<file path="src/rtl/vp_pkg.sv">
// Shared vector-CPU definitions: instruction geometry, opcode markers and the
// sequencer state encoding.
package vp_pkg;

    localparam int INSTR_W = 9;
    localparam int DEPTH   = 32;
    localparam int ADDR_W  = $clog2(DEPTH);
    localparam int LEN_W   = ADDR_W + 1;

    localparam logic [1:0] OP_LOAD  = 2'b00;
    localparam logic [1:0] OP_STORE = 2'b01;
    localparam int         ALU_BIT  = 8;

    localparam int OP_HI   = 8;
    localparam int OP_LO   = 7;
    localparam int RS_HI   = 6;
    localparam int RS_LO   = 5;
    localparam int ADDR_HI = 4;
    localparam int ADDR_LO = 0;

    typedef enum logic [1:0] {
        S_IDLE = 2'd0,
        S_RUN  = 2'd1,
        S_DONE = 2'd2
    } seq_state_t;

    function automatic logic is_alu(input logic [INSTR_W-1:0] instr);
        return instr[ALU_BIT];
    endfunction

endpackage

</file>
<file path="src/rtl/instr_sequencer_if.sv">
// Bundle between the sequencer and its host/CPU side.
// Handshake: an issue is consumed on every cycle where instr_valid=1 and stall=0;
// while stall=1 the sequencer holds instruction, instr_valid and pc unchanged.
interface instr_sequencer_if
    import vp_pkg::*;
#(
    parameter int DEPTH  = vp_pkg::DEPTH,
    parameter int ADDR_W = $clog2(DEPTH)
);
    logic               prog_we;
    logic [ADDR_W-1:0]  prog_addr;
    logic [INSTR_W-1:0] prog_data;
    logic [ADDR_W:0]    prog_len;
    logic               start;
    logic               stall;
    logic [INSTR_W-1:0] instruction;
    logic               instr_valid;
    logic [ADDR_W-1:0]  pc;
    logic               busy;
    logic               done;
    seq_state_t         state_dbg;

    modport master (
        input  prog_we, prog_addr, prog_data, prog_len, start, stall,
        output instruction, instr_valid, pc, busy, done, state_dbg
    );

    modport slave (
        output prog_we, prog_addr, prog_data, prog_len, start, stall,
        input  instruction, instr_valid, pc, busy, done, state_dbg
    );
endinterface

</file>
<file path="src/rtl/instr_sequencer_prog_ram.sv">
// Program store: one synchronous write port, one combinational read port.
// Contents are deliberately not reset so a program survives an abort.
module prog_ram
    import vp_pkg::*;
#(
    parameter int DEPTH  = vp_pkg::DEPTH,
    parameter int ADDR_W = $clog2(DEPTH)
) (
    input  logic               clk,
    input  logic               we,
    input  logic [ADDR_W-1:0]  waddr,
    input  logic [INSTR_W-1:0] wdata,
    input  logic [ADDR_W-1:0]  raddr,
    output logic [INSTR_W-1:0] rdata
);

    logic [INSTR_W-1:0] mem_q [DEPTH];

    always_ff @(posedge clk) begin
        if (we) begin
            mem_q[waddr] <= wdata;
        end
    end

    assign rdata = mem_q[raddr];

endmodule

</file>
<file path="src/rtl/instr_sequencer.sv">
// Issues a stored program one instruction per cycle, honouring downstream stall.
// FSM, pc and all outputs are registered here; storage lives in prog_ram.
module instr_sequencer
    import vp_pkg::*;
#(
    parameter int DEPTH  = vp_pkg::DEPTH,
    parameter int ADDR_W = $clog2(DEPTH),
    parameter int LEN_W  = ADDR_W + 1
) (
    input  logic              clk,
    input  logic              rst,
    instr_sequencer_if.master bus
);

    seq_state_t         state_q, state_d;
    logic [ADDR_W-1:0]  pc_q, pc_d;
    logic [LEN_W-1:0]   len_q, len_d;
    logic [INSTR_W-1:0] instr_q, instr_d;
    logic               valid_q, valid_d;

    logic [ADDR_W-1:0]  rd_addr;
    logic [INSTR_W-1:0] rd_data;
    logic               ram_we;
    logic [LEN_W-1:0]   last_idx;
    logic               at_last;

    // Writes are only accepted while nothing is being fetched.
    assign ram_we   = bus.prog_we && (state_q != S_RUN);
    // Fetch address is one ahead of pc while running; the launch fetch is address 0.
    assign rd_addr  = (state_q == S_RUN) ? (pc_q + ADDR_W'(1)) : '0;
    assign last_idx = len_q - LEN_W'(1);
    assign at_last  = ({1'b0, pc_q} == last_idx);

    prog_ram #(
        .DEPTH  (DEPTH),
        .ADDR_W (ADDR_W)
    ) u_prog_ram (
        .clk   (clk),
        .we    (ram_we),
        .waddr (bus.prog_addr),
        .wdata (bus.prog_data),
        .raddr (rd_addr),
        .rdata (rd_data)
    );

    always_comb begin
        state_d = state_q;
        pc_d    = pc_q;
        len_d   = len_q;
        instr_d = instr_q;
        valid_d = valid_q;
        unique case (state_q)
            S_IDLE, S_DONE: begin
                if (bus.start) begin
                    pc_d = '0;
                    if (bus.prog_len != '0) begin
                        len_d   = bus.prog_len;
                        state_d = S_RUN;
                        instr_d = rd_data;
                        valid_d = 1'b1;
                    end else begin
                        state_d = S_DONE;
                        instr_d = '0;
                        valid_d = 1'b0;
                    end
                end
            end
            S_RUN: begin
                if (!bus.stall) begin
                    if (at_last) begin
                        state_d = S_DONE;
                        instr_d = '0;
                        valid_d = 1'b0;
                    end else begin
                        pc_d    = pc_q + ADDR_W'(1);
                        instr_d = rd_data;
                    end
                end
            end
            default: begin
                state_d = S_IDLE;
                instr_d = '0;
                valid_d = 1'b0;
            end
        endcase
    end

    always_ff @(posedge clk) begin
        if (rst) begin
            state_q <= S_IDLE;
            pc_q    <= '0;
            len_q   <= '0;
            instr_q <= '0;
            valid_q <= 1'b0;
        end else begin
            state_q <= state_d;
            pc_q    <= pc_d;
            len_q   <= len_d;
            instr_q <= instr_d;
            valid_q <= valid_d;
        end
    end

    assign bus.instruction = instr_q;
    assign bus.instr_valid = valid_q;
    assign bus.pc          = pc_q;
    assign bus.busy        = (state_q == S_RUN);
    assign bus.done        = (state_q == S_DONE);
    assign bus.state_dbg   = state_q;

endmodule

</file>
<file path="src/flat_wrapper.sv">
// flat-port wrapper written by rule: the top's interface ports become plain ports
module instr_sequencer_flat import vp_pkg::*;
#(
    parameter int DEPTH  = vp_pkg::DEPTH,
    parameter int ADDR_W = $clog2(DEPTH),
    parameter int LEN_W  = ADDR_W + 1
)
  (clk, rst, bus_prog_we, bus_prog_addr, bus_prog_data, bus_prog_len, bus_start, bus_stall, bus_instruction, bus_instr_valid, bus_pc, bus_busy, bus_done, bus_state_dbg);
  instr_sequencer_if #(.DEPTH(DEPTH), .ADDR_W(ADDR_W)) bus_i ();
  input  logic clk;
  input  logic rst;
  input wire logic [$bits(bus_i.prog_we)-1:0] bus_prog_we;
  input wire logic [$bits(bus_i.prog_addr)-1:0] bus_prog_addr;
  input wire logic [$bits(bus_i.prog_data)-1:0] bus_prog_data;
  input wire logic [$bits(bus_i.prog_len)-1:0] bus_prog_len;
  input wire logic [$bits(bus_i.start)-1:0] bus_start;
  input wire logic [$bits(bus_i.stall)-1:0] bus_stall;
  output wire logic [$bits(bus_i.instruction)-1:0] bus_instruction;
  output wire logic [$bits(bus_i.instr_valid)-1:0] bus_instr_valid;
  output wire logic [$bits(bus_i.pc)-1:0] bus_pc;
  output wire logic [$bits(bus_i.busy)-1:0] bus_busy;
  output wire logic [$bits(bus_i.done)-1:0] bus_done;
  output wire logic [$bits(bus_i.state_dbg)-1:0] bus_state_dbg;
  assign bus_i.prog_we = bus_prog_we;
  assign bus_i.prog_addr = bus_prog_addr;
  assign bus_i.prog_data = bus_prog_data;
  assign bus_i.prog_len = bus_prog_len;
  assign bus_i.start = bus_start;
  assign bus_i.stall = bus_stall;
  assign bus_instruction = bus_i.instruction;
  assign bus_instr_valid = bus_i.instr_valid;
  assign bus_pc = bus_i.pc;
  assign bus_busy = bus_i.busy;
  assign bus_done = bus_i.done;
  assign bus_state_dbg = bus_i.state_dbg;
  instr_sequencer #(.DEPTH(DEPTH), .ADDR_W(ADDR_W), .LEN_W(LEN_W)) u_core (.clk(clk), .rst(rst), .bus(bus_i));
endmodule
</file>
<file path="config.mk">
export PLATFORM = sky130hd
export DESIGN_NAME = instr_sequencer_flat
export DESIGN_NICKNAME = d
export VERILOG_FILES = /design/src/rtl/vp_pkg.sv /design/src/rtl/instr_sequencer_if.sv /design/src/rtl/instr_sequencer_prog_ram.sv /design/src/rtl/instr_sequencer.sv /design/src/flat_wrapper.sv
export SDC_FILE = /design/constraint.sdc
export NUM_CORES = 1
export LEC_CHECK = 0
export ABC_AREA = 1
export CAP_MARGIN = 10
export CORE_UTILIZATION = 66
export DETAILED_ROUTE_END_ITERATION = 10
export GPL_TIMING_DRIVEN = 0
export HOLD_SLACK_MARGIN = 0.15
export PLACE_DENSITY_LB_ADDON = 0.08
export SLEW_MARGIN = 10
export SYNTH_ARGS = -nofsm -noshare
export SYNTH_HDL_FRONTEND = slang
export SYNTH_SLANG_ARGS = --single-unit
</file>
<file path="constraint.sdc">
create_clock -name clk -period 2.87 [get_ports clk]
set_input_delay 0.7175 -clock clk [delete_from_list [all_inputs] [get_ports clk]]
set_output_delay 0.7175 -clock clk [all_outputs]
set_load 0.005 [all_outputs]
</file>
After elaboration in Yosys (flattened, before gate mapping):

Memory sizes are Yosys's and may differ from the RTL's.
Cells that the tools add are included.
W data, S select, Z words.

* bitwise gates (word level): 0
* reductions and logical operators: 9
* $add $sub $neg: 2
* equal/unequal tests: 8
* order comparisons: 0
* $mul: 0
* divide/modulo/power cells: 0
* multiplexer cells: 22
* shift operators: 0

Operators with widths (number)
* $mux W9: 4
* $mux W5: 4
* $pmux W9 S2: 1
* $pmux W5 S2: 1
* $mux W2: 4
* $eq A5 B6 Y1: 1
* $mux W1: 6
* $ne A2 B2 Y1 const B: 3
* $reduce_and A3 Y1: 2
* $reduce_bool A6 Y1: 1
* $sub A6 B1 Y6 const B: 1
* $add A5 B1 Y5 const B: 1
* $ne A2 B1 Y1 const B: 2
* $pmux W2 S2: 1
* $reduce_and A4 Y1: 1
* $eq A2 B1 Y1 const B: 1
* $eq A2 B2 Y1 const B: 1
* $logic_not A2 Y1: 1
* $pmux W1 S2: 1
* $reduce_and A2 Y1: 1
* $reduce_bool A2 Y1: 1
* $reduce_or A2 Y1: 1
* $logic_and A1 B1 Y1: 1

* memory bits (writable): 288
* output and inout bits: 19
* input port bits: 25
* bits in latches: 0
* logic and storage cells: 47
* register bits: 23
* memories: 1
* bits in read-only memories: 0

Memories
* u_core.u_prog_ram.mem_q: words 32, width 9, read ports 1, clocked after Yosys merged registers in 0, write ports 1, line instr_sequencer_prog_ram.sv:17 `logic [INSTR_W-1:0] mem_q [DEPTH];`

Depth between registers and ports, before layout:

Gate-level depths: netlist of run 1.
An unclocked memory read counts as a cell.

* word-level depth: 6
* depth in mapped cells: 14
* gate-level depth less buffers: 13

By module:

A second synthesis of run 1 with hierarchy kept.

* cells, all modules: 1221
* area total of the unflattened synthesis: 13096.3 µm²

Modules (own cells, without submodules)
* prog_ram: area an instance 11795.1 µm², sequential area each 8648.3 µm², instances 1, cells each 1020
* instr_sequencer: area an instance 1301.2 µm², sequential area each 460.4 µm², instances 1, cells each 201

Worst setup path after synthesis of run 1:

OpenSTA, ideal clock, no wires.

* path kind: input port to flip-flop
* start point: input bus_prog_we
* end point: memory u_core.u_prog_ram.mem_q[0][0] (enable)
* library setup time: 0.374 ns
* path slack: 0.904 ns
* buffers on the path: 0
* stages: 4
* arrival: 1.591 ns
* data required time: 2.496 ns
* cell sequence: inv_1 nor2_1 nand3_1 nor2_1

* cells in the longest elaborated chain, start to end: 3

RTL lines
* start: declaration: line flat_wrapper.sv:12 `input wire logic [$bits(bus_i.prog_we)-1:0] bus_prog_we;`
* $logic_and A1 B1 Y1: line instr_sequencer.sv:28 `assign ram_we = bus.prog_we && (state_q != S_RUN);`
* $mux W1: line instr_sequencer_prog_ram.sv:20 `if (we) begin`
* $mux W1 (not written as such): line instr_sequencer_prog_ram.sv:21 `mem_q[waddr] <= wdata;`
* end: declaration: line instr_sequencer_prog_ram.sv:17

Every way passes these cells.

Final worst setup path of run 1:

* start point: input bus_prog_we
* end point: memory u_core.u_prog_ram.mem_q[1][2] (enable)

The elaborated chain is that of the path after synthesis.

==> results by group, run 1 <==
Setup path
  – Crit start category: input pin
  – Crit-path most repeated cell: nor2_1
  – Worst-path cell chain: clkdlybuf4s50_1 > inv_1 > nor2_1 > nand3_1 > nor2_1
  – CP Class: input pin to register
  – Endpoint class of the critical path: register
  – Critical path's largest stage delay: 0.96 ns
  – CP required: 3.00 ns
  – R2r worst-path depth: 13
  – Critical Path Fanout Max: 9
  – Slowest cell on the critical path: nor2_1
  – CP arrival: 2.85 ns

Hold path
  – Type of the tightest min-delay check: register to register
  – WHS Path Cells: 2

Synth
  – Ys async rst share: 0
  – Top FF cell, synth: edfxtp_1
  – Syn avg cell area: 11.0 um^2
  – Post-synth EDFFs: 288
  – Post-Syn Instances: 1174
  – Yosys reg bits: 311
  – Synthesized area: 12900 um^2
  – Share of the synthesized area in the top cell type: 0.671
  – Sequential fraction of the synthesis area: 0.707
  – Post-synthesis cell type with the largest combined area: edfxtp_1
  – Ys Warns: 0
  – Post-Syn Nets: roughly 1.2k
  – Unique masters post-synth: 28
  – Largest cells by area after synthesis: edfxtp_1 (67%), nand2_1 (11%), nand3_1 (11%)

Clock tree
  – Clk sink count: 311
  – Cts bufs inserted: 34
  – Hold Buf Count CTS: 0
  – CTS resizes: 0
  – Setup Buffers After CTS: 0
  – Worst skew pair latency: 0.52 ns
  – Longest Clk Path Bufs: 3
  – Clk root buf: clkbuf_16
  – CTS tree: built
  – H-tree levels: 2
  – Clock-pin slew on the worst setup and hold paths: 0.06 ns

Route
  – DRT Wirelength: approximately 34000 um
  – DR vias/cell: ~6.2
  – DR WL/cell: 22.3 um
  – DRC violation count after routing: 0
  – Via count: about 9.5k
  – Initial DRT Pass Iterations: 6
  – 1st-iter DRT viols: 1496
  – Post-route ant nets: 0

Finish
  – Final nets: approximately 1.3k
  – Final instance area: roughly 15000 um^2
  – Commonest non-fill, non-tap cell in the layout: nand2_1
  – Share of post-route cells with drive strength above 1: 0.0853
  – Antenna diodes: 0
  – Most frequent cells in the layout: nand2_1 (376), edfxtp_1 (288), nand3_1 (272), nor2_1 (65), buf_2 (45)
  – P&R area growth vs syn: 14.0%

Pwr
  – Tot Pwr: ~10 mW
  – Leak pwr: about 5.6 nW
  – VDD IR-drop max: 0.000539 V
  – PwrDens: between 700 and 800 nW/um^2

Timing
  – Max Clk Rate: roughly 370 MHz
  – Slew Limit Headroom: 0.233
  – Worst-Margin Slew: 1.15 ns
  – Final hold vios: 0
  – Period minus WS final: 2.72 ns
  – Clock Skews: 0.0227 ns
  – Slew Limit Fails: 0
  – Unrepaired setup endpoints after global routing: no
  – Post-route setup slack: around 0.15 ns
  – Fin Hold WS: 0.463 ns
  – Final setup viols: 0
  – Fin crit share: 0.948

Floorplanning
  – # rows: 50
  – Die area: 20100 um^2
  – Die X: 142 um
  – Initial Util: 0.682
  – Core area: 18900 um^2
  – # IOs: 44
  – Die height: 142 um

Global routing
  – Largest net degree at the start of global routing: 33
  – Initial antenna violation count: 0
  – Vias in the first global route: 8723
  – First-pass GRT wire length: 50900 um
  – GR Overflow Total: 0
  – Total track usage: 0.353

Placed design
  – Gpl congestion: 0.910
  – IO Port Bufs: 43
  – Sum of net half-perimeters after detailed placement: 21900 um
  – Area after DPL: between 10000 and 15000 um^2
  – Setup WS pre-CTS: -0.291 ns

Job
  – Max-cap violations: 0

Outcome
  – Status: finished clean
==> power breakdown <==
group / internal, mW / total (mW) / switching (mW) / leakage (nW)
clock network: 2.59 / 4.31 / 1.73 / 0.540
registers: 5.01 / 5.04 / 0.0353 / 2.78
logic: 0.301 / 1.02 / 0.717 / 2.26
==> state kept, by name, summed over array words and instances, names as in the netlist <==
| register | flops |
|---|---|
| u_core.bus.instruction | 9 |
| u_core.bus.state_dbg | 2 |
| u_core.bus.pc | 5 |
| u_core.len_q | 6 |
| u_core.u_prog_ram.mem_q | 288 |
| u_core.bus.instr_valid | 1 |
==> layer usage <==
layer / wire length (um) / up-vias / global-route usage
met4: 1070 / 0 / 0.141
met3: 4450 / 92 / 0.0584
met5: 0 / - / 0
met1: 12800 / 4455 / 0.501
li1: - / 4230 / -
met2: 15900 / 738 / 0.555
==> final cells by class <==
class / instances / area (um^2)
sequential: 311 / 9110
fill: 1239 / 4200
multi-input combinational: 762 / 3330
clock buffer: 40 / 895
timing repair buffer: 43 / 390
tap: 260 / 325
buffer: 57 / 283
clock inverter: 21 / 198
inverter: 44 / 166
==> synth_stat cells, drive strengths merged, types with 2 or more instances <==
| master | count |
|---|---|
| nor2 | 68 |
| nand2 | 379 |
| o21ai | 11 |
| edfxtp | 288 |
| dfxtp | 23 |
| a21oi | 24 |
| ha | 2 |
| nand3 | 272 |
| clkbuf | 13 |
| clkinv | 2 |
| inv | 42 |
| buf | 44 |
==> through the flow <==
stage               instances  setup TNS [ns]  utilization
floorplan                1174               0            -
global placement         1477          -24.25        0.722
detailed placement       1477          -40.15        0.721
CTS                      1538               0        0.779
global route             1538               0        0.778
finish                   1538               0        0.778
==> worst max-delay path, delay by kind of cell <==
family        cells  cell delay (ns)
buf+inv           2             0.51
simple gates      3             1.62
==> logic make-up (layout without fill, tap and decap cells) <==
| kind of cell | after synthesis | in the layout | share of synthesized area |
|---|---|---|---|
| and+or+nand+nor | 723 | 723 | 0.241 |
| DFF | 311 | 311 | 0.707 |
| buffers and inverters | 101 | 205 | 0.0349 |
| AOI/OAI and AO/OA | 36 | 36 | 0.0145 |
| adders and majority gates | 2 | 2 | 0.00194 |
| xor gates and xnor gates | 1 | 1 | 0.000680 |
==> path summary, 6_finish.rpt <==
kind | start | end | slack (ns)
worst max-delay path | bus_prog_we | u_core.u_prog_ram.mem_q[1][2]$_DFFE_PP_ | 0.15
worst min register to register | u_core.bus.instruction[2]$_SDFFE_PP0P_ | u_core.bus.instruction[2]$_SDFFE_PP0P_ | 0.46
worst min-delay path | u_core.bus.instruction[2]$_SDFFE_PP0P_ | u_core.bus.instruction[2]$_SDFFE_PP0P_ | 0.46
worst max register to register | u_core.bus.pc[0]$_SDFFE_PP0P_ | u_core.bus.instruction[4]$_SDFFE_PP0P_ | 0.15
Note: power is estimated with default switching activity, not from simulation.
==> run 2, diff against run 1 <==
--- a/config.mk
+++ b/config.mk
@@ -6,7 +6,7 @@
 export NUM_CORES = 1
 export LEC_CHECK = 0
 export ABC_AREA = 1
-export CAP_MARGIN = 10
+export CORE_MARGIN = 3
 export CORE_UTILIZATION = 66
 export DETAILED_ROUTE_END_ITERATION = 10
 export GPL_TIMING_DRIVEN = 0
@@ -16,3 +16,4 @@
 export SYNTH_ARGS = -nofsm -noshare
 export SYNTH_HDL_FRONTEND = slang
 export SYNTH_SLANG_ARGS = --single-unit
+export TNS_END_PERCENT = 5
==> run 2 against run 1 <==
Hold slack got worse by 0.00065 ns. Clock-buffer cell count decreased by 7. Sequential cell count unchanged. First-iteration DRC count shrank 17%. Non-clock buffer count unchanged. Cell count shrank 0.46%. Power is 6.1% lower. Critical endpoint is now u_core.u_prog_ram.mem_q[9][5]$_DFFE_PP_. Largest cell class unchanged. Largest power group unchanged.
==> results by group, run 2 (synthesis gave the netlist of run 1 again) <==
Finish
  – Number of flip-flops in the largest register: 288
  – Reg with most FFs: u_core.u_prog_ram.mem_q
  – Share of post-route cells with drive strength above 1: 0.0858
  – Commonest non-fill, non-tap cell in the layout: nand2_1
  – Most frequent cells in the layout: nand2_1 (376), edfxtp_1 (288), nand3_1 (272), nor2_1 (64), buf_2 (44)
  – P&R area growth vs syn: 12.8%
  – Final nets: roughly 1.3k

Placed design
  – Setup WS pre-CTS: -0.310 ns
  – Gpl congestion: 0.955
  – Sum of net half-perimeters after detailed placement: 22700 um
  – IO Port Bufs: 43

Clock tree
  – Worst skew pair latency: 0.55 ns
  – H-tree levels: 1
  – Clock-pin slew on the worst setup and hold paths: approximately 0.06 ns
  – Cts bufs inserted: 29
  – Clk sink count: 311
  – Clk root buf: clkbuf_16
  – CTS tree: built
  – Longest Clk Path Bufs: 3

Setup path
  – Reg2reg start: u_core.bus.pc[0]$_SDFFE_PP0P_
  – Endpoint class of the critical path: register
  – Crit path launch: bus_prog_we
  – Critical Path Fanout Max: 9
  – RR Endpoint: u_core.bus.instruction[5]$_SDFFE_PP0P_
  – CP arrival: 2.88 ns
  – CP required: 3.02 ns
  – R2R Setup Slk: between 0.15 and 0.2 ns
  – Crit start category: input pin
  – R2r worst-path depth: 14
  – CP Class: input pin to register

Timing
  – Slew Limit Headroom: 0.115
  – Post-route setup slack: 0.137 ns
  – Unrepaired setup endpoints after global routing: no
  – Period minus WS final: 2.73 ns
  – Final setup viols: 0
  – Fin Hold WS: 0.463 ns
  – Clock Skews: roughly 0.019 ns
  – Worst-Margin Slew: roughly 1.3 ns
  – Final hold vios: 0
  – Slew Limit Fails: 0
  – Fin crit share: 0.952
  – Max Clk Rate: around 370 MHz

Floorplanning
  – Initial Util: 0.680
  – Die height: 146 um
  – Core area: 19000 um^2
  – Die area: 21200 um^2
  – # rows: 50
  – Die X: 146 um
  – # IOs: 44

Pwr
  – Tot Pwr: 9.74 mW
  – Leak pwr: 5.50 nW
  – PwrDens: between 600 and 700 nW/um^2
  – VDD IR-drop max: 0.000555 V

Route
  – Initial DRT Pass Iterations: 6
  – Via count: 9255
  – Post-route ant nets: 0
  – DR vias/cell: 6.05
  – 1st-iter DRT viols: 1238
  – DR WL/cell: 22.3 um
  – DRC violation count after routing: 0
  – DRT Wirelength: about 34000 um

Hold path
  – Type of the tightest min-delay check: register to register
  – WHS Path Cells: 2
  – Hold endpoint: u_core.bus.instruction[0]$_SDFFE_PP0P_
  – Hold path startpoint: u_core.bus.instruction[0]$_SDFFE_PP0P_

Job
  – Max-cap violations: 0

Global routing
  – First-pass GRT wire length: 51800 um
  – Vias in the first global route: 8689
  – Initial antenna violation count: 0
  – Most Used Layer, Global Route: met2
  – GR Overflow Total: 0
  – M3 GR Usage: 0.0704
  – Met2 usage: 0.484
  – Total track usage: 0.323
  – Largest net degree at the start of global routing: 33
  – GR met1 Demand/Resource: 0.476

Outcome
  – Status: finished clean
[run 2: what timing repair did]
action                     in CTS  in global routing
setup endpoints to repair       0                  5
buffers inserted                0                  0
hold buffers                    0                  0
gates resized for setup         0                  1
[run 2: critical path, cell delays in order]
cell and delay [ns]:
clkdlybuf4s50_1 0.45, inv_1 0.04, nor2_1 0.21, nand3_1 0.43, nor2_1 1.03
[run 2: worst max path at each step]
stage	end	cells past startpoint	slack (ns)
2_1_floorplan	u_core.u_prog_ram.mem_q[0][0]$_DFFE_PP_	4	0.90
3_3_place_gp	u_core.u_prog_ram.mem_q[9][1]$_DFFE_PP_	5	-0.28
3_5_place_dp	u_core.u_prog_ram.mem_q[9][1]$_DFFE_PP_	5	-0.31
4_1_cts	u_core.bus.instruction[5]$_SDFFE_PP0P_	14	0.17
5_1_grt	u_core.bus.instruction[1]$_SDFFE_PP0P_	13	0.06
6_report	u_core.u_prog_ram.mem_q[9][5]$_DFFE_PP_	5	0.14
[run 2: metal layers]
layer  part of all wire  wire (um)
met1               0.40      13500
met2               0.44      15100
met3               0.12       3990
met4              0.042       1440
met5                  0          0
[run 2: cell type report]
type                       count  area (um^2)
antenna                        1         2.50
buffer                        57          283
clock buffer                  33          771
clock inverter                20          146
fill                        1270         4430
inverter                      44          166
multi-input combinational    762         3330
sequential                   311         9110
tap                          260          325
timing repair buffer          43          395
[run 2: per-stage QoR]
stage,util,cell area [um^2],std cells,setup TNS (ns)
2_1_floorplan,-,12900,1174,0
3_3_place_gp,0.720,13600,1477,-25.15
3_5_place_dp,0.718,13600,1477,-33.47
4_1_cts,0.767,14500,1530,0
5_1_grt,0.766,14500,1530,0
6_report,0.766,14500,1531,0
[run 2: report_power, final]
| part | switching, mW | leakage, nW | internal (mW) |
|---|---|---|---|
| logic | 0.704 | 2.25 | 0.302 |
| clock network | 1.60 | 0.463 | 2.09 |
| registers | 0.0348 | 2.78 | 5.01 |
| total | 2.34 | 5.50 | 7.40 |
==> run 3, diff against run 2 <==
--- a/config.mk
+++ b/config.mk
@@ -9,6 +9,7 @@
 export CORE_MARGIN = 3
 export CORE_UTILIZATION = 66
 export DETAILED_ROUTE_END_ITERATION = 10
+export GPL_ROUTABILITY_DRIVEN = 0
 export GPL_TIMING_DRIVEN = 0
 export HOLD_SLACK_MARGIN = 0.15
 export PLACE_DENSITY_LB_ADDON = 0.08
==> run 3 against run 2 <==
Combinational power barely moved. Highest routed layer unchanged. Sequential share of layout area is 0.48 points lower. Setup slack got worse by 0.032 ns. Critical path type is now register to register. Clock skew down 0.0093 ns. Die area unchanged. Cell count grew 0.13%. First-iteration DRC count rose by 17%. Sequential power about the same. Critical endpoint is now u_core.bus.instruction[2]$_SDFFE_PP0P_. Power is 4.5% higher.
==> results by group, run 3 (synthesis gave the netlist of run 1 again) <==
Global routing
  – Initial antenna violation count: 0
  – First-pass GRT wire length: 51700 um
  – Largest net degree at the start of global routing: 33
  – Total track usage: 0.322
  – Vias in the first global route: about 8.6k
  – GR Overflow Total: 0

Finish
  – Reg with most FFs: u_core.u_prog_ram.mem_q
  – Most frequent cells in the layout: nand2_1 (376), edfxtp_1 (288), nand3_1 (272), nor2_1 (65), buf_2 (45)
  – P&R area growth vs syn: 13.6%
  – Number of flip-flops in the largest register: about 290
  – Final nets: 1277
  – Share of post-route cells with drive strength above 1: 0.0841
  – Antenna diodes: 0
  – Commonest non-fill, non-tap cell in the layout: nand2_1
  – Fin cells: 1533

Hold path
  – Type of the tightest min-delay check: register to register

Timing
  – Slew Limit Headroom: 0.134
  – Fin crit share: 0.963
  – Final setup viols: 0
  – Worst-Margin Slew: roughly 1.3 ns
  – Clock Skews: between 0.009 and 0.01 ns
  – Period minus WS final: 2.76 ns
  – Final hold vios: 0
  – Fin Hold WS: 0.467 ns
  – Post-route setup slack: 0.105 ns
  – Max Clk Rate: roughly 360 MHz
  – Slew Limit Fails: 0
  – Unrepaired setup endpoints after global routing: no
  – Setup TNS: 0 ns

Route
  – DR vias/cell: 6.11
  – Via count: 9374
  – Post-route ant nets: 0
  – Initial DRT Pass Iterations: 5
  – DRT Wirelength: about 34000 um
  – DRC violation count after routing: 0
  – DR WL/cell: 22.3 um
  – 1st-iter DRT viols: 1451

Clock tree
  – Cts bufs inserted: 31
  – Worst skew pair latency: 0.55 ns
  – CTS resizes: 0
  – Longest Clk Path Bufs: 3
  – Clk root buf: clkbuf_16
  – Clk sink count: 311
  – Hold Buf Count CTS: 0
  – Clock-pin slew on the worst setup and hold paths: 0.06 ns
  – CTS tree: built
  – Setup Buffers After CTS: 0
  – H-tree levels: 1

Pwr
  – VDD IR-drop max: 0.000548 V
  – PwrDens: 696 nW/um^2
  – Tot Pwr: 10.2 mW
  – Leak pwr: 5.55 nW

Placed design
  – IO Port Bufs: 43
  – Setup WS pre-CTS: -0.250 ns
  – Sum of net half-perimeters after detailed placement: between 20000 and 25000 um
  – Cells after DPL: 1477

Floorplanning
  – # IOs: 44
  – # rows: 50
  – Core area: roughly 19000 um^2
  – Die X: ~150 um
  – Initial Util: 0.680
  – Die height: 146 um
  – Die area: 21200 um^2

Setup path
  – CP required: 3.34 ns
  – CP Class: register to register
  – CP arrival: 3.24 ns
  – Slowest cell on the critical path: dfxtp_1
  – Endpoint class of the critical path: register
  – Critical Path Fanout Max: 10
  – Crit start category: register
  – Worst-path cell chain: ha_1 > nand2_1 > inv_2 > nor2_1 > inv_2 > nor2_4 > buf_2 > nand3_1 > nand3_1 > nand2_1 > nand2_1 > nand3_1 > a21oi_1
  – Critical path's largest stage delay: 0.36 ns

Outcome
  – Status: finished clean

Job
  – Max-cap violations: 0
run 3: cell count changes in the layout (fill, tap and decap cells not counted), sizes merged:
cell,before,now
bufinv,2,6
clkinv,19,15
clkbuf,46,49
buf,51,52
clkdlybuf4s50,36,35
diode,1,0
run 3: layout make-up:
class / instances / area (um^2)
sequential: 311 / 9110
fill: 1148 / 4320
multi-input combinational: 762 / 3330
clock buffer: 36 / 795
timing repair buffer: 43 / 390
tap: 260 / 325
buffer: 57 / 283
clock inverter: 20 / 245
inverter: 44 / 166
run 3: metal layers:
layer,global-route usage,wire [um],part of all wire
met3,0.0654,4480,0.13
met2,0.491,15300,0.45
met4,0.130,1620,0.047
met1,0.463,12800,0.37
met5,0,0,0
run 3: metrics by stage:
stage	util	cell area, um^2
floorplan	-	12900
global placement	0.720	13600
detailed placement	0.718	13600
CTS	0.773	14700
global route	0.772	14600
finish	0.772	14600
run 3: power breakdown:
group	internal, mW	leakage, nW	switching (mW)
clock	2.50	0.510	1.63
sequential	5.01	2.78	0.0342
combinational	0.301	2.26	0.710
total	7.81	5.55	2.37
run 3: final timing paths:
| path | startpoint | end | slack [ns] | depth (start not counted) |
|---|---|---|---|---|
| worst max-delay path | u_core.bus.pc[1]$_SDFFE_PP0P_ | u_core.bus.instruction[2]$_SDFFE_PP0P_ | 0.11 | 13 |
| worst min-delay path | u_core.bus.instruction[6]$_SDFFE_PP0P_ | u_core.bus.instruction[6]$_SDFFE_PP0P_ | 0.47 | 2 |
| worst max register to register | u_core.bus.pc[1]$_SDFFE_PP0P_ | u_core.bus.instruction[2]$_SDFFE_PP0P_ | 0.11 | 13 |
| worst min register to register | u_core.bus.instruction[6]$_SDFFE_PP0P_ | u_core.bus.instruction[6]$_SDFFE_PP0P_ | 0.47 | 2 |
run 3: worst max-delay path, delay by kind of cell, from the launching register on:
family	cells	cell delay (ns)
AND/OR/NAND/NOR	8	1.42
buffers and inverters	3	0.49
adder cells (fa/ha/maj)	1	0.21
AO/OA/AOI/OAI	1	0.19
flip-flops	1	0.36
==> edit, RTL diff (settings of run 3) <==
`pc_q` and `instr_q` no longer have a reset.
--- a/src/rtl/instr_sequencer.sv
+++ b/src/rtl/instr_sequencer.sv
@@ -89,15 +89,16 @@
         if (rst) begin
             state_q <= S_IDLE;
-            pc_q    <= '0;
             len_q   <= '0;
-            instr_q <= '0;
             valid_q <= 1'b0;
         end else begin
             state_q <= state_d;
-            pc_q    <= pc_d;
             len_q   <= len_d;
-            instr_q <= instr_d;
             valid_q <= valid_d;
         end
+    end
+
+    always_ff @(posedge clk) begin
+        pc_q    <= pc_d;
+        instr_q <= instr_d;
     end
 
Check against the original RTL: differs if rst is asserted again (counterexample within 4 cycles, from zero or initial values and one cycle with rst high); with rst held inactive, the same outputs for 4 cycles.
==> edit against run 3 <==
Combinational power up 16%. Routed wire length down 0.74%. Die area up 0.67%. First-iteration DRC count up 13%. Sequential share of layout area up 0.76 points. Worst setup slack worse by 84 ps. Power down 0.20%. Design area up 0.32%. Sequential cell count unchanged. Area after synthesis up 0.70%. Clock skew up 0.82 ps. Critical path type is now in2reg. Critical endpoint is now u_core.u_prog_ram.mem_q[5][1]. Largest cell class unchanged. Largest power group unchanged.
==> edit: results (changes against run 3) <==
{
  "drive_gt1_frac": {"value": 0.0684, "change": "-0.0157"},
  "post_dp_hpwl": {"value": 22.3, "unit": "mm", "change": "-0.67%"},
  "met2_use_gr": {"value": 0.499, "change": "+0.00838"},
  "synth_enable_flop_cells": {"value": 302, "change": "+4.9%"},
  "worst_ir_drop_vdd": {"value": 532, "unit": "uV", "change": "-3.0%"},
  "final.fill_count": {"value": 1225, "change": "+6.7%"},
  "route.detailed.vias_per_inst": {"value": 6.06, "change": "-0.89%"},
  "worst_ep_arrival_time": {"value": 3020, "unit": "ps", "change": "-220 ps"},
  "cp_max_stage_cell": "nor2_1",
  "grt_use_met1": {"value": 0.442, "change": "-0.0213"},
  "worst_clock_skew": {"value": 10.4, "unit": "ps", "change": "+0.822 ps"},
  "wl_per_cell": {"value": 22.0, "unit": "um", "change": "-1.6%"},
  "sequential_share_of_the_synthesized_area": {"value": 0.713, "change": "+0.00589"},
  "max_slew.worst_pin.slew": {"value": 1260, "unit": "ps", "change": "-35.3 ps"},
  "met3WireLength": {"value": 4.86, "unit": "mm", "change": "+8.4%"},
  "yosysUniqueCellTypes": {"value": 24, "change": "-14%"},
  "firstDrtPassIters": {"value": 6, "change": "+1"},
  "power_leakage": {"value": 5.64, "unit": "nW", "change": "+1.7%"},
  "drt_iter0_markers": {"value": 1645, "change": "+13%"},
  "met3_usage": {"value": 0.0816, "change": "+0.0162"},
  "crit_path_max_fanout": {"value": 9, "change": "-1"},
  "grt_use_total": {"value": 0.320, "change": "-0.00190"},
  "design.final.nets": {"value": 1289, "change": "+0.94%"},
  "synth_fp_nets": {"value": 1213, "change": "+1.0%"},
  "vias_in_the_first_global_route": {"value": 8869, "change": "+2.7%"},
  "first_pass_grt_wire_length": {"value": 51.2, "unit": "mm", "change": "-0.95%"},
  "outcome": "finished clean"
}
edit: logic make-up (layout without fill, tap and decap cells):
kind of cell | count (synthesis) | in the layout | share of synthesized area
buffers and inverters | 117 | 218 | 0.0379
adder cells (fa/ha/maj) | 2 | 2 | 0.00193
AND/OR/NAND/NOR | 713 | 713 | 0.229
flip-flops | 311 | 311 | 0.713
AO/OA/AOI/OAI | 43 | 43 | 0.0180
edit: path summary, 6_finish.rpt:
kind	to	from	depth (start not counted)	slack, ps
setup / recovery	u_core.u_prog_ram.mem_q[5][1]	bus_prog_we	5	20
hold / removal	u_core.bus.instr_valid	u_core.bus.instr_valid	2	470
setup reg to reg	u_core.bus.instruction[3]	u_core.bus.pc[0]	10	70
hold reg to reg	u_core.bus.instr_valid	u_core.bus.instr_valid	2	470
edit: cell type report:
type                            count  area, um2  share of cell area
Buffer                             57        268              0.0182
Clock buffer                       49        905              0.0616
Clock inverter                      9       77.6             0.00528
Inverter                           60        225              0.0153
Multi-Input combinational cell    758       3240               0.220
Sequential cell                   311       9250               0.630
Tap cell                          260        325              0.0222
Timing Repair Buffer               43        400              0.0273
edit: report_power, final:
group          leakage (nW)  switching [mW]  internal, mW  total [mW]
clock                 0.473            1.65          2.25        3.90
sequential             2.81          0.0334          5.07        5.10
combinational          2.36           0.822         0.346        1.17
total                  5.64            2.51          7.66        10.2
edit: per-stage QoR:
step	cells	worst slack [ps]	hold slack, ps	TNS [ps]	area [um2]
5_1_grt	1547	-20.0	489	-20.0	14700
6_report	1547	21.0	473	0	14700
3_3_place_gp	1489	-482	447	-67680	13700
4_1_cts	1547	114	475	0	14700
2_1_floorplan	1186	904	444	0	13000
3_5_place_dp	1489	-454	464	-69940	13700
edit: what timing repair did:
item / CTS / global route
endpoints found under the setup margin: 0 / 11
hold buffers: 0 / 0
gates resized for setup: 0 / 2
